**src/rtl/ins_fetch.sv**
```systemverilog
// Instruction fetch stage: keeps one fetch in flight against a fixed-latency
// memory and buffers the responses in a small FIFO for the decoder.
module ins_fetch #(
  parameter logic [31:0] RESET_PC   = 32'h0000_0000,
  parameter int          FIFO_DEPTH = 4
) (
  input  logic        clk,
  input  logic        reset,
  output logic [31:0] imem_pc_o,
  input  logic [31:0] imem_pc_i,
  input  logic [31:0] imem_instr_i,
  input  logic        redirect_valid_i,
  input  logic [31:0] redirect_pc_i,
  output logic        dec_valid_o,
  input  logic        dec_ready_i,
  output logic [31:0] dec_pc_o,
  output logic [31:0] dec_instr_o,
  output logic        tag_err_o
);

  localparam int AW = $clog2(FIFO_DEPTH);
  localparam int CW = AW + 1;

  typedef logic [AW-1:0] ptr_t;
  typedef logic [CW-1:0] cnt_t;

  logic [31:0] pc_q, pc_d;
  logic [31:0] exp_pc_q, exp_pc_d;
  logic        inflight_q, inflight_d;
  logic        tag_err_q, tag_err_d;
  cnt_t        count_q, count_d;
  ptr_t        rptr_q, rptr_d;
  ptr_t        wptr_q, wptr_d;

  logic [31:0] pc_mem [FIFO_DEPTH];
  logic [31:0] ins_mem [FIFO_DEPTH];

  logic flush, issue, push, pop;
  cnt_t occ;

  logic unused_rpc;
  assign unused_rpc = ^redirect_pc_i[1:0];

  assign imem_pc_o   = pc_q;
  assign tag_err_o   = tag_err_q;
  assign dec_valid_o = (count_q != '0);
  assign dec_pc_o    = pc_mem[rptr_q];
  assign dec_instr_o = ins_mem[rptr_q];

  // Slots already promised to the in-flight response count as occupied.
  assign occ   = count_q + cnt_t'(inflight_q);
  assign flush = redirect_valid_i;
  assign issue = !flush && (occ < cnt_t'(FIFO_DEPTH));
  assign push  = inflight_q && !flush;
  assign pop   = dec_valid_o && dec_ready_i && !flush;

  always_comb begin
    pc_d       = pc_q;
    exp_pc_d   = exp_pc_q;
    inflight_d = 1'b0;
    count_d    = count_q;
    rptr_d     = rptr_q;
    wptr_d     = wptr_q;
    tag_err_d  = tag_err_q;
    if (inflight_q && (imem_pc_i != exp_pc_q)) begin
      tag_err_d = 1'b1;
    end
    if (flush) begin
      pc_d    = {redirect_pc_i[31:2], 2'b00};
      count_d = '0;
      rptr_d  = '0;
      wptr_d  = '0;
    end else begin
      if (issue) begin
        exp_pc_d   = pc_q;
        pc_d       = pc_q + 32'd4;
        inflight_d = 1'b1;
      end
      if (push) wptr_d = wptr_q + ptr_t'(1);
      if (pop)  rptr_d = rptr_q + ptr_t'(1);
      unique case ({push, pop})
        2'b10:   count_d = count_q + cnt_t'(1);
        2'b01:   count_d = count_q - cnt_t'(1);
        default: count_d = count_q;
      endcase
    end
  end

  always_ff @(posedge clk) begin
    if (reset) begin
      pc_q       <= RESET_PC;
      exp_pc_q   <= '0;
      inflight_q <= 1'b0;
      tag_err_q  <= 1'b0;
      count_q    <= '0;
      rptr_q     <= '0;
      wptr_q     <= '0;
    end else begin
      pc_q       <= pc_d;
      exp_pc_q   <= exp_pc_d;
      inflight_q <= inflight_d;
      tag_err_q  <= tag_err_d;
      count_q    <= count_d;
      rptr_q     <= rptr_d;
      wptr_q     <= wptr_d;
    end
  end

  // Entries carry the expected PC so a bad echo cannot corrupt the stream.
  always_ff @(posedge clk) begin
    if (!reset && push) begin
      pc_mem[wptr_q]  <= exp_pc_q;
      ins_mem[wptr_q] <= imem_instr_i;
    end
  end

  a_no_overflow: assert property (
    @(posedge clk) disable iff (reset)
    !(push && !pop && (count_q == cnt_t'(FIFO_DEPTH)))
  );

endmodule
```
**config.mk**
```make
export PLATFORM = sky130hd
export DESIGN_NAME = ins_fetch
export DESIGN_NICKNAME = d
export VERILOG_FILES = /design/src/rtl/ins_fetch.sv
export SDC_FILE = /design/constraint.sdc
export NUM_CORES = 1
export LEC_CHECK = 0
export ABC_AREA = 1
export CAP_MARGIN = 15
export CORE_ASPECT_RATIO = 1.25
export CORE_MARGIN = 2
export CORE_UTILIZATION = 54
export DETAILED_ROUTE_END_ITERATION = 6
export HOLD_SLACK_MARGIN = 0.15
export PLACE_DENSITY = 0.83
export SLEW_MARGIN = 0
export SYNTH_ARGS = -nofsm -noshare
export SYNTH_HDL_FRONTEND = slang
export SYNTH_SLANG_ARGS = --single-unit
export TNS_END_PERCENT = 1
```
**constraint.sdc**
```tcl
create_clock -name clk -period 5.4 [get_ports clk]
set_input_delay 1.08 -clock clk [delete_from_list [all_inputs] [get_ports clk]]
set_output_delay 1.08 -clock clk [all_outputs]
set_load 0.05 [all_outputs]
```
==> results summary <==
In this run the biggest area consumer among cell types represents 55.12% of the synthesized area. The dominant delay contributor by cell family on the critical path is buffers and inverters. On the critical path, the stage with the largest delay is an instance of sky130_fd_sc_hd__dfxtp_4. 198 I/O pins were placed.

Summed over all failing endpoints, the final setup total negative slack is 0 ns. Routability-driven placement finished with a final weighted congestion of just under 0.9. The power share of the clock group came out at between 30% and 40%. The final-layout worst hold slack is approximately 0.46 ns. In the final layout, flip-flops and latches occupy a little under 9000 um^2. The net switching share of the total power came out at approximately 22%. The first-pass detailed-route iteration total is 5. The peak ir drop on the vdd network came out at roughly 0.22 mV. Once the clock tree was built, the setup fixing pass inserted 0 buffers. The estimated wirelength of the detail-placed design came out at roughly 20000 um. The endpoint of the worst-slack reg-to-reg timing path is imem_pc_o[21]. The total grt overflow is 0.

In this run the number of H-tree levels came out at 1. After detailed routing, the number of vias per cell comes to between 5 and 6. Setup repair after global routing left no endpoint under its margin. The analysis attributes to cell leakage a power of slightly above 6 nW. The number of stages on the worst hold path came out at 2. The highest achievable clock rate is between 200 and 250 MHz. The number of warnings issued by yosys came out at 0. For the final database, setup skew stands at around 0.019 ns. The floorplan has 64 rows. The number of max-capacitance violations reported is 0. For this run, the slowest stage of the critical path takes around 0.75 ns. The arrival time at the worst endpoint came out at roughly 3.6 ns.

The worst setup path is captured at a primary output. The register-to-register path setup slack is approximately 3.2 ns. Buffers inserted to repair hold after CTS numbered 0. The number of endpoints with negative hold slack in the final report came to 0. The total count of max-transition violations in the final report came out at 0. The sequential fraction of the synthesis area came out at between 60 and 70%. The filler cells instantiated in the layout total approximately 1800. The net count of the finished layout is 1567. Of all cell types, the one taking the most synthesized area is sky130_fd_sc_hd__edfxtp_1.

The number of CTS-inserted buffers is 29. The startpoint type of the worst setup path is a flip-flop. The number of flip-flops and latches in the synthesized netlist came out at 319.

The post-route minimum period is between 4 and 5 ns. The area growth from synthesis to layout came out at 23.38%. The cell area after technology mapping is around 14000 um^2. The count of endpoints failing setup in the final report came out at 0.

Ranked by total cell area, the synthesized netlist is headed by sky130_fd_sc_hd__edfxtp_1 (55%), sky130_fd_sc_hd__dfxtp_1 (11%), sky130_fd_sc_hd__o21ai_0 (6.1%). The count of routing violations after the opening detailed-route iteration came out at between 700 and 800. The launch instance of the worst register-to-register path is inflight_q. The worst hold-check path type is flip-flop to flip-flop. The startpoint identified for the worst hold timing path is rptr_q[1]. The antenna diode count came out at 0. The worst path uses between 80% and 90% of the clock period.

The number of antenna violations at the first check in global routing was 0. In this run, the combinational gates consume 7.3% of the power. The internal power of the cells totals around 0.0040 W. The area of the core is ~25000 um^2. By count the netlist is led by sky130_fd_sc_hd__edfxtp_1 (248), sky130_fd_sc_hd__nand2_1 (203), sky130_fd_sc_hd__nor2_1 (181).

The global-route wire length before repair came out at 50920 um. At the pin with the least slew margin, the transition time is about 1 ns. For this design the total switching power over the nets is roughly 0.0011 W.

The proportion of power drawn by flip-flops and latches is approximately 53%. The clock latency at the later pin of the worst-skew pair came out at 0.56 ns. In this run the remaining antenna-violating nets after routing total 0.

The area of the die is 26310 um^2. The post-detailed-route DRC marker count is 0. The maximum fanout count along the critical path came out at 64.

The total number of clock tree sinks came out at roughly 320. Summing all multi-input logic gate instances after layout gives 3913 um^2. In this run the power density over the cells is approximately 310 nW/um^2. The main flop type after synthesis is sky130_fd_sc_hd__edfxtp_1. The routed layout has about 10000 vias.

The initial utilization of the core area, before any placement, comes to 55.14%. The horizontal extent of the die came out at 145.5 um. The TritonCTS clock tree is yes. Traced cell by cell, the critical path runs through clkinv_2 -> buf_4 -> o21ai_0 -> o22ai_1 -> clkdlybuf4s50_1. The largest net degree at the start of global routing is 65. In this run, post-CTS repair resized a total of 0 instances. After synthesis, the share of flip-flops with an asynchronous set or reset is 0%.

The data required time of the critical path is between 4 and 5 ns. The cell sitting at the root of the clock tree is a sky130_fd_sc_hd__clkbuf_16. The number of instances in the synthesized netlist came out at 1288. The total routed wirelength is around 32000 um. The count of flip-flops with a built-in enable after synthesis is 248. The all-layer global routing usage is around a quarter. The mean instance size in the synthesized netlist is between 10 and 15 um^2.

The number of I/O port buffers is 191. The via count of the first global-routing pass is 10050. The sum of buffers and inverters on the critical path is 3. The chip height came out at around 180 um.

The count of cells along the worst register-to-register path is 8. After synthesis, the netlist uses a little over 40 different library cells. The clock-pin slew of the registers on the worst-case setup and hold paths is approximately 0.06 ns. The deepest clock path buffer count came out at 3. The fraction of final layout cells with drive strength greater than 1 came out at around 7.3%.

Among all cell types in the netlist, the one instantiated most often is sky130_fd_sc_hd__edfxtp_1. The headroom to the max-slew limit is between 30% and 40%. By startpoint and endpoint, the worst setup path is classified as flip-flop to primary output. The flow ran to the end, and the final reports show no timing, DRC or antenna violations.

Dividing the detail-routed wire length by the instance count gives 17.90 um.
-- state kept, by name, indices dropped and copies added (netlist names), named ones only --
signal and flops:
inflight_q 1, rptr_q 2, ins_mem 128, pc_mem 120
wptr_q 2, imem_pc_o 30, exp_pc_q 30, count_q 3
tag_err_o 1
-- tightest hold or removal path: cells and delay by family, from the launching register on --
kind	cells	cell delay [ns]
compound gates	1	0.07
buf+inv	1	0.06
flops	1	0.30
-- cell families after synthesis --
logic type / Yosys count / synth area share (%)
and+or+nand+nor: 467 / 14.99
DFF: 319 / 65.64
AOI/OAI and AO/OA: 291 / 11.89
buffers and inverters: 187 / 5.705
xor gates and xnor gates: 16 / 1.037
adders and majority gates: 7 / 0.7038
other: 1 / 0.02776
-- worst max path at each step --
stage	slack, ns	end	cells past startpoint
floorplan	0.60	ins_mem[0][0]	4
global placement	1.44	dec_pc_o[6]	5
detailed placement	1.36	dec_pc_o[3]	5
CTS	0.77	dec_instr_o[14]	5
global route	0.56	dec_instr_o[22]	5
finish	0.77	dec_instr_o[14]	5
-- power by group through the flow --
| stage | Combinational (W) | Clock, W | Sequential, W |
|---|---|---|---|
| 3_5_place_dp | 0.000374 | 0 | 0.00279 |
| 2_1_floorplan | 0.000167 | 0 | 0.00282 |
| 4_1_cts | 0.000378 | 0.00205 | 0.00273 |
| 6_report | 0.000377 | 0.00203 | 0.00273 |
| 5_1_grt | 0.000404 | 0.00214 | 0.00274 |
| 3_3_place_gp | 0.000368 | 0 | 0.00278 |
-- area by class of cell --
type                       count  share of cell area (%)
inverter                     121                   2.732
sequential                   319                   53.23
multi-input combinational    785                   23.47
timing repair buffer         204                   12.47
tap                          330                   2.477
clock buffer                  41                   4.804
clock inverter                12                  0.8106
-- metal layers --
| layer | GRT usage, % | wire, um | part of all wire, % |
|---|---|---|---|
| met1 | 29.56 | 12180 | 38 |
| met2 | 43.28 | 16800 | 52 |
| met3 | 3.636 | 2347 | 7.2 |
| met4 | 9.373 | 1109 | 3.4 |
| met5 | 0 | 0 | 0 |
-- cell usage in the layout, fill, tap and decap left out, drive strengths merged --
master,synthesis,final
inv,121,120
o21a,1,1
o21ai,166,166
nor3,5,5
xnor2,8,8
buf,26,13
dfxtp,71,71
o22ai,62,62
xor2,8,8
nand2,214,214
a21boi,1,1
clkdlybuf4s50,0,191
bufinv,0,3
nor3b,1,1
clkbuf,40,41
or2,1,1
a31oi,8,8
edfxtp,248,248
o211ai,4,4
clkinv,0,10
nand3b,7,7
conb,1,4
ha,6,6
nand3,27,27
a21oi,41,41
fa,1,1
nand4,14,14
a211oi,8,8
nor2,198,198
-- per-stage QoR --
step / instances / setup WS [ns] / area (um^2) / util (%) / power (W)
after global placement: 1758 / 1.442 / 15710 / 64.10 / 0.003149
after CTS: 1811 / 0.7710 / 16640 / 67.92 / 0.005160
final: 1812 / 0.7738 / 16670 / 68.03 / 0.005141
after detailed placement: 1758 / 1.356 / 15710 / 64.10 / 0.003159
after global routing: 1812 / 0.5553 / 16670 / 68.03 / 0.005283
after floorplan: 1291 / 0.5969 / 13520 / - / 0.002983
No activity file was read; power rests on OpenSTA's default activity.
